--- src/rtl/bus_arbiter4.sv ---
// Four-requester bus arbiter: registered one-hot grant with round-robin or
// fixed-priority selection, per-tenure hold limit and an AND-OR bus mux.
module bus_arbiter4 #(
    parameter int WIDTH    = 8,
    parameter int MAX_HOLD = 4,
    parameter int RR       = 1
) (
    input  logic                 clk,
    input  logic                 rst_n,
    input  logic [3:0]           req,
    input  logic [4*WIDTH-1:0]   din,
    output logic [3:0]           gnt,
    output logic [1:0]           gnt_id,
    output logic                 busy,
    output logic [WIDTH-1:0]     bus_out,
    output logic                 bus_valid
);

    typedef enum logic {
        IDLE  = 1'b0,
        GRANT = 1'b1
    } state_t;

    state_t      state_q, state_d;
    logic [3:0]  gnt_q, gnt_d;
    logic [3:0]  hold_cnt_q, hold_cnt_d;
    logic [1:0]  last_q, last_d;
    logic [1:0]  holder;
    logic [3:0]  cand;
    logic [1:0]  winner;

    // RR searches upward from last+1 with wrap; fixed priority from index 0.
    function automatic logic [1:0] pick(input logic [3:0] m, input logic [1:0] base);
        logic [1:0] idx;
        logic       found;
        pick  = '0;
        found = 1'b0;
        for (int unsigned k = 0; k < 4; k++) begin
            if (RR != 0) idx = base + 2'(k + 1);
            else         idx = 2'(k);
            if (!found && m[idx]) begin
                pick  = idx;
                found = 1'b1;
            end
        end
    endfunction

    always_comb begin
        holder = '0;
        for (int unsigned i = 0; i < 4; i++) begin
            if (gnt_q[i]) holder = 2'(i);
        end
    end

    // From IDLE every requester is a candidate; in GRANT the holder is masked.
    assign cand   = (state_q == IDLE) ? req : (req & ~gnt_q);
    assign winner = pick(cand, last_q);

    always_comb begin
        state_d    = state_q;
        gnt_d      = gnt_q;
        hold_cnt_d = hold_cnt_q;
        last_d     = last_q;
        case (state_q)
            IDLE: begin
                if (req != 4'b0000) begin
                    state_d    = GRANT;
                    gnt_d      = 4'b0001 << winner;
                    hold_cnt_d = '0;
                    last_d     = winner;
                end
            end
            GRANT: begin
                if (!req[holder] || hold_cnt_q == 4'(MAX_HOLD - 1)) begin
                    hold_cnt_d = '0;
                    if (cand != 4'b0000) begin
                        gnt_d  = 4'b0001 << winner;
                        last_d = winner;
                    end else if (!req[holder]) begin
                        state_d = IDLE;
                        gnt_d   = '0;
                    end else begin
                        last_d = holder;
                    end
                end else begin
                    hold_cnt_d = hold_cnt_q + 4'd1;
                end
            end
            default: begin
                state_d    = IDLE;
                gnt_d      = '0;
                hold_cnt_d = '0;
            end
        endcase
    end

    always_ff @(posedge clk) begin
        if (!rst_n) begin
            state_q    <= IDLE;
            gnt_q      <= '0;
            hold_cnt_q <= '0;
            last_q     <= 2'd3;
        end else begin
            state_q    <= state_d;
            gnt_q      <= gnt_d;
            hold_cnt_q <= hold_cnt_d;
            last_q     <= last_d;
        end
    end

    always_comb begin
        bus_out = '0;
        for (int unsigned i = 0; i < 4; i++) begin
            bus_out = bus_out | (din[i*WIDTH +: WIDTH] & {WIDTH{gnt_q[i]}});
        end
    end

    assign gnt       = gnt_q;
    assign gnt_id    = holder;
    assign busy      = (state_q == GRANT);
    assign bus_valid = |(gnt_q & req);

endmodule

--- config.mk ---
export PLATFORM = sky130hd
export DESIGN_NAME = bus_arbiter4
export DESIGN_NICKNAME = d
export VERILOG_FILES = /design/src/rtl/bus_arbiter4.sv
export SDC_FILE = /design/constraint.sdc
export NUM_CORES = 1
export LEC_CHECK = 0
export ABC_CLOCK_PERIOD_IN_PS = 4480
export CAP_MARGIN = 10
export CORE_AREA = 2 2 65 43
export CTS_CLUSTER_SIZE = 12
export DETAILED_ROUTE_END_ITERATION = 12
export DIE_AREA = 0 0 67 45
export GPL_TIMING_DRIVEN = 0
export PLACE_DENSITY = 0.82
export SLEW_MARGIN = 10
export SYNTH_ARGS = -nofsm -noshare
export SYNTH_HDL_FRONTEND = slang
export SYNTH_SLANG_ARGS = --single-unit
--- constraint.sdc ---
create_clock -name clk -period 4.48 [get_ports clk]
set_input_delay 1.344 -clock clk [delete_from_list [all_inputs] [get_ports clk]]
set_output_delay 1.344 -clock clk [all_outputs]
set_load 0.02 [all_outputs]
==> impl_metrics.csv, run 1 <==
group,metric,value,unit
setup_path,critPathCaptureType,"output pin",
yosys,synthCells,122,
floorplanning,dieHeight,45,µm
yosys,synth-xor-area-share,0,%
clocking,clk_pin_slew_worst_paths,0.05,ns
global_routing,grt_pass1_wl,5119,µm
setup_path,worst-path-buf-inv,2,
floorplanning,row_count,14,
global_routing,antenna_found_initial,0,
clocking,cts_setup_buffers,0,
detailed_routing,ant_nets,0,
yosys,ys_warn_count,0,
place,gp_congestion,0.9642,
clocking,numCtsBuffers,3,
global_routing,grt_use_met1,30.12,%
global_routing,grt_use_met3,8.229,%
setup_path,crit_chain,"clkdlybuf4s50_1, a22oi_1, nand3_1, clkdlybuf4s50_1",
setup_path,crit_path_start_kind,"input pin",
yosys,syn_area_per_cell,7.528,µm²
yosys,synth-seq-cells,11,
clocking,clkSinkCount,11,
sta,drv_slew,0,
finish,syn2layout_area_growth,65.94,%
setup_path,crit_path_frequent_cell,"clkdlybuf4s50_1",
pwr,power.density,400.1,nW/µm²
detailed_routing,first_iter_violations,94,
sta,slew_headroom,59.94,%
pwr,p_leak,0.6040,nW
sta,period_needed,4.127,ns
detailed_routing,firstDrtPassIters,4,
global_routing,grt_remaining_overflow,0,
sta,setup_violations,0,
floorplanning,core_area,2382,µm²
detailed_routing,drc_errors,0,
detailed_routing,vias_per_cell,5.738,
global_routing,first_global_vias,1073,
clocking,cts-root-buf,"clkbuf_8",
status,outcome,"complete, no violations",
run,drv_cap,0,
yosys,synth_top_family_by_area,"compound AO/OA/AOI/OAI gates",
setup_path,arrival,2.78,ns
detailed_routing,wl_per_cell,16.08,µm
floorplanning,die_w,67,µm
setup_path,cp_slowest_cell,"clkdlybuf4s50_1",
sta,clock_skew,0.003026,ns
pwr,finalPower,0.6098,mW
clocking,clock_path_buffers,2,
setup_path,critPathTopFamily,"buffers and inverters",
finish,fin_nets,218,
detailed_routing,vias,1205,
place,dp_hpwl,2743,µm
sta,maxClockFrequency,242.3,MHz
clocking,cts_resized,0,
yosys,ys_seq_area_share,23.98,%
floorplanning,io_pins,54,
yosys,synthMuxAreaShare,5.858,%
worst_hold_path,hp-class,"reg -> reg",
global_routing,grt_max_degree,11,
sta,tightest_slew,0.5958,ns
setup_path,cp_data_required_time,3.14,ns
sta,timing.final.crit_share,92.13,%
sta,setup_tns,0,ns
clocking,hold_buffers,0,
sta,hold_viol,0,
setup_path,crit_start,"req[1]",
global_routing,grt.total_usage,23.00,%
yosys,yosys.area.top_type,"dfxtp_1",
clocking,insertion_delay,0.24,ns
floorplanning,start_util,38.55,%
setup_path,path_class,"in -> out",
sta,grt_setup_unrepaired,"false",
yosys,yosys.cell_types.count,40,
finish,mostFrequentLayoutCell,"clkdlybuf4s50_1",
detailed_routing,totalWireLength,3376,µm
finish,final_cell_mix,"clkdlybuf4s50_1, a22oi_1, nand2_1",
finish,drive_above_1_share,6.180,%
setup_path,path_max_fanout,6,
setup_path,r2r-start,"busy$_SDFF_PN0_",
global_routing,grt_use_met2,36.83,%
pwr,ir_drop,0.2022,mV
worst_hold_path,min-delay-start,"hold_cnt_q[0]$_SDFFE_PN0N_",
clocking,htreeDepth,1,
place,port_buffers,52,
yosys,syn_nets,161,
floorplanning,dieArea,3015,µm²
finish,antenna_cells,0,
yosys,synth_area,918.4,µm²
yosys,synth_compound_area_share,41.42,%
clocking,cts_tree,"yes",
yosys,synth_top_area_share,23.98,%
setup_path,cpPeakStageDelay,0.60,ns
global_routing,grt.busiest_layer,"met2",
yosys,synthTopCellsByArea,"dfxtp_1, a22oi_1, nand2_1",
yosys,synth-simple-area-share,20.30,%
yosys,synth-adder-area-share,1.362,%
## worst min-delay path, delay by kind of cell, from the launching register on
family           cells  cell delay, ns
flip-flops           1            0.35
multiplexers         1            0.16
AND/OR/NAND/NOR      1            0.03
## logic make-up after synthesis
logic type | count (synthesis)
DFF | 11
muxes | 5
adders and majority gates | 1
and+or+nand+nor | 39
AOI/OAI and AO/OA | 49
buffers and inverters | 17
## report_power, final
group	internal (mW)	switching (mW)	total [mW]
sequential	0.114	0.0201	0.134
combinational	0.174	0.201	0.375
clock	0.0625	0.0379	0.100
total	0.351	0.259	0.610
## synthesized netlist by cell type, drive strengths merged
master	number
or3	1
o22ai	1
nand4	3
nand2b	2
mux2i	2
o31a	1
mux2	3
nor3	2
a21oi	4
o21ai	3
a21bo	2
nand2	15
a211oi	1
dfxtp	11
o2111ai	1
o221ai	4
a21boi	3
nand3	4
o221a	1
o31ai	4
a21o	1
a41oi	1
ha	1
inv	11
nor2b	1
and2	1
clkbuf	4
o211a	2
o2bb2a	1
nor2	8
or3b	1
buf	2
o211ai	2
nor4	1
a22oi	17
## sequential cells by signal, indices dropped and copies added, names as in the netlist
| signal | flops |
|---|---|
| hold_cnt_q | 4 |
| busy | 1 |
| gnt | 4 |
| last_q | 2 |
## routing by layer
layer  vias to the layer above  wire length (µm)
met3                         2               343
met5                         -                 0
met1                       562              1411
li1                        580                 -
met2                        61              1608
met4                         0                13
## final timing paths
check / endpoint / slack, ns / cells past startpoint
worst max-delay path: bus_valid / 0.35 / 4
worst min-delay path: hold_cnt_q[0]$_SDFFE_PN0N_ / 0.59 / 2
worst max register to register: last_q[0]$_SDFFE_PN1P_ / 2.44 / 6
worst min register to register: hold_cnt_q[0]$_SDFFE_PN0N_ / 0.59 / 2
## per-stage QoR
stage	cells	hold slack [ns]	utilization (%)	cell area, µm²	setup slack (ns)
2_1_floorplan	122	0.5424	-	918.4	1.425
3_3_place_gp	206	0.5634	62.08	1479	0.3796
3_5_place_dp	206	0.5823	62.08	1479	0.3853
4_1_cts	210	0.5903	63.97	1524	0.3847
5_1_grt	210	0.6064	63.97	1524	0.3191
6_report	210	0.5872	63.97	1524	0.3527
## layout make-up
class / instances / area, µm²
repair buffers: 52 / 520.5
clock buffers: 4 / 45.04
inverters: 11 / 41.29
plain buffers: 6 / 23.77
fillers: 217 / 858.3
well taps: 32 / 40.04
flip-flops and latches: 11 / 220.2
multi-input cells: 94 / 633.1
Note: power is estimated with default switching activity, not from simulation.
==> inputs of run 2 (changes only) <==
==> config.mk (replaced) <==
export PLATFORM = sky130hd
export DESIGN_NAME = bus_arbiter4
export DESIGN_NICKNAME = d
export VERILOG_FILES = /design/src/rtl/bus_arbiter4.sv
export SDC_FILE = /design/constraint.sdc
export NUM_CORES = 1
export LEC_CHECK = 0
export ABC_CLOCK_PERIOD_IN_PS = 4100
export CAP_MARGIN = 10
export CORE_AREA = 2 2 68 44
export CTS_CLUSTER_SIZE = 12
export DETAILED_ROUTE_END_ITERATION = 12
export DIE_AREA = 0 0 70 46
export GPL_TIMING_DRIVEN = 0
export PLACE_DENSITY = 0.77
export SLEW_MARGIN = 10
export SYNTH_ARGS = -nofsm -noshare
export SYNTH_HDL_FRONTEND = slang
export SYNTH_SLANG_ARGS = --single-unit
==> constraint.sdc (replaced) <==
create_clock -name clk -period 4.1 [get_ports clk]
set_input_delay 1.23 -clock clk [delete_from_list [all_inputs] [get_ports clk]]
set_output_delay 1.23 -clock clk [all_outputs]
set_load 0.02 [all_outputs]
==> run 2 against run 1 <==
Effect of this change: clock skew is 0.00072 ns higher; largest power group unchanged; non-clock buffer count stayed put; power is 9.1% higher; global-route usage is 2.2 points lower; worst setup slack worse by 0.14 ns; cell count is 0.95% higher; highest routed layer unchanged; final area is 0.16% higher; largest cell class unchanged; core utilization is 6.7 points lower; via count is 1.0% lower.
==> impl_metrics.csv, run 2 (same netlist as run 1, synthesis figures left out) <==
group,metric,value,unit
status,outcome,"complete, no violations",
detailed_routing,ant_nets,0,
floorplanning,io_pins,54,
detailed_routing,met2WireLength,1482,µm
sta,slew_headroom,55.91,%
setup_path,critPathCaptureType,"output pin",
sta,hold_viol,0,
floorplanning,core_area,2665,µm²
detailed_routing,wl_met1,1498,µm
pwr,switching_power,0.2820,mW
pwr,power_frac_clock,16.7,%
sta,timing.final.crit_share,94.78,%
setup_path,path_class,"in -> out",
sta,maxClockFrequency,257.3,MHz
sta,grt_setup_unrepaired,"false",
floorplanning,start_util,34.46,%
setup_path,cp_data_required_time,2.87,ns
clocking,clkSinkCount,11,
clocking,numCtsBuffers,3,
floorplanning,dieHeight,46,µm
sta,setup_tns,0,ns
detailed_routing,vias,1193,
finish,fin_util,57.28,%
place,port_buffers,52,
finish,syn2layout_area_growth,66.21,%
clocking,cts_tree,"yes",
setup_path,path_max_fanout,6,
detailed_routing,vias_per_cell,5.627,
pwr,p_leak,0.6040,nW
clocking,clk_pin_slew_worst_paths,0.05,ns
global_routing,first_global_vias,1044,
sta,period_needed,3.886,ns
setup_path,arrival,2.66,ns
clocking,cts-root-buf,"clkbuf_8",
detailed_routing,firstDrtPassIters,4,
detailed_routing,wl_per_cell,15.14,µm
finish,final_cell_mix,"clkdlybuf4s50_1, a22oi_1, nand2_1",
setup_path,crit_path_start_kind,"input pin",
floorplanning,die_w,70,µm
global_routing,grt_max_degree,11,
setup_path,crit_start,"req[1]",
global_routing,grt.total_usage,20.78,%
clocking,insertion_delay,0.24,ns
detailed_routing,wl_met3,173,µm
sta,holdWs,0.5857,ns
finish,mostFrequentLayoutCell,"clkdlybuf4s50_1",
detailed_routing,drc_errors,0,
pwr,ir_drop,0.1672,mV
pwr,swShare,42.38,%
clocking,cts_setup_buffers,0,
clocking,htreeDepth,1,
detailed_routing,first_iter_violations,54,
sta,setup_violations,0,
floorplanning,dieArea,3220,µm²
pwr,intPower,0.3834,mW
place,dp_hpwl,2576,µm
pwr,finalPower,0.6654,mW
global_routing,antenna_found_initial,0,
global_routing,grt_remaining_overflow,0,
floorplanning,row_count,15,
place,gp_congestion,0.9334,
finish,fill_cells,243,
clocking,clock_path_buffers,2,
detailed_routing,totalWireLength,3209,µm
finish,fin_nets,218,
worst_hold_path,min-delay-start,"hold_cnt_q[0]$_SDFFE_PN0N_",
detailed_routing,top_layer,"met4",
pwr,seqPwrFrac,22.2,%
finish,drive_above_1_share,6.180,%
finish,antenna_cells,0,
setup_path,r2r-start,"hold_cnt_q[1]$_SDFFE_PN0N_",
sta,tightest_slew,0.6557,ns
sta,drv_slew,0,
clocking,cts_resized,0,
pwr,power.density,435.9,nW/µm²
global_routing,grt_pass1_wl,5112,µm
worst_hold_path,hp-class,"reg -> reg",
sta,clock_skew,0.003747,ns
clocking,hold_buffers,0,
run,drv_cap,0,
pwr,comb_power_share,61.1,%
[run 2: final timing paths]
path                                              endpoint  slack [ns]  cells after the start
worst min register to register  hold_cnt_q[0]$_SDFFE_PN0N_        0.59                      2
worst min-delay path            hold_cnt_q[0]$_SDFFE_PN0N_        0.59                      2
worst max register to register         gnt[1]$_SDFFE_PN0P_        2.11                      6
worst max-delay path                             bus_valid        0.21                      4
[run 2: per-layer routing]
metal	up-vias	global-route usage, %
li1	578	-
met1	572	28.82
met2	37	29.71
met3	6	6.416
met4	0	9.231
met5	-	0
[run 2: layout make-up]
type,instances,area (µm²),area share (%)
Clock buffer,4,45.04,2.951
Buffer,6,23.77,1.557
Timing Repair Buffer,52,520.5,34.10
Multi-Input combinational cell,94,633.1,41.48
Inverter,11,41.29,2.705
Sequential cell,11,220.2,14.43
Tap cell,34,42.54,2.787
[run 2: worst max-delay path, stage by stage]
cell and delay [ns]:
clkdlybuf4s50_1 0.58, a22oi_1 0.13, nand3_1 0.12, clkdlybuf4s50_1 0.60
[run 2: through the flow]
step / cells / cell area, µm² / worst slack (ns)
detailed placement: 208 / 1481 / 0.2150
finish: 212 / 1526 / 0.2141
global route: 212 / 1526 / 0.1627
floorplan: 122 / 918.4 / 1.273
global placement: 208 / 1481 / 0.2646
CTS: 212 / 1526 / 0.2184
[run 2: power by group through the flow]
stage,combinational (mW),clock (mW),sequential [mW]
2_1_floorplan,0.216,0,0.155
3_3_place_gp,0.398,0,0.148
3_5_place_dp,0.404,0,0.149
4_1_cts,0.405,0.114,0.147
5_1_grt,0.439,0.119,0.152
6_report,0.407,0.111,0.148
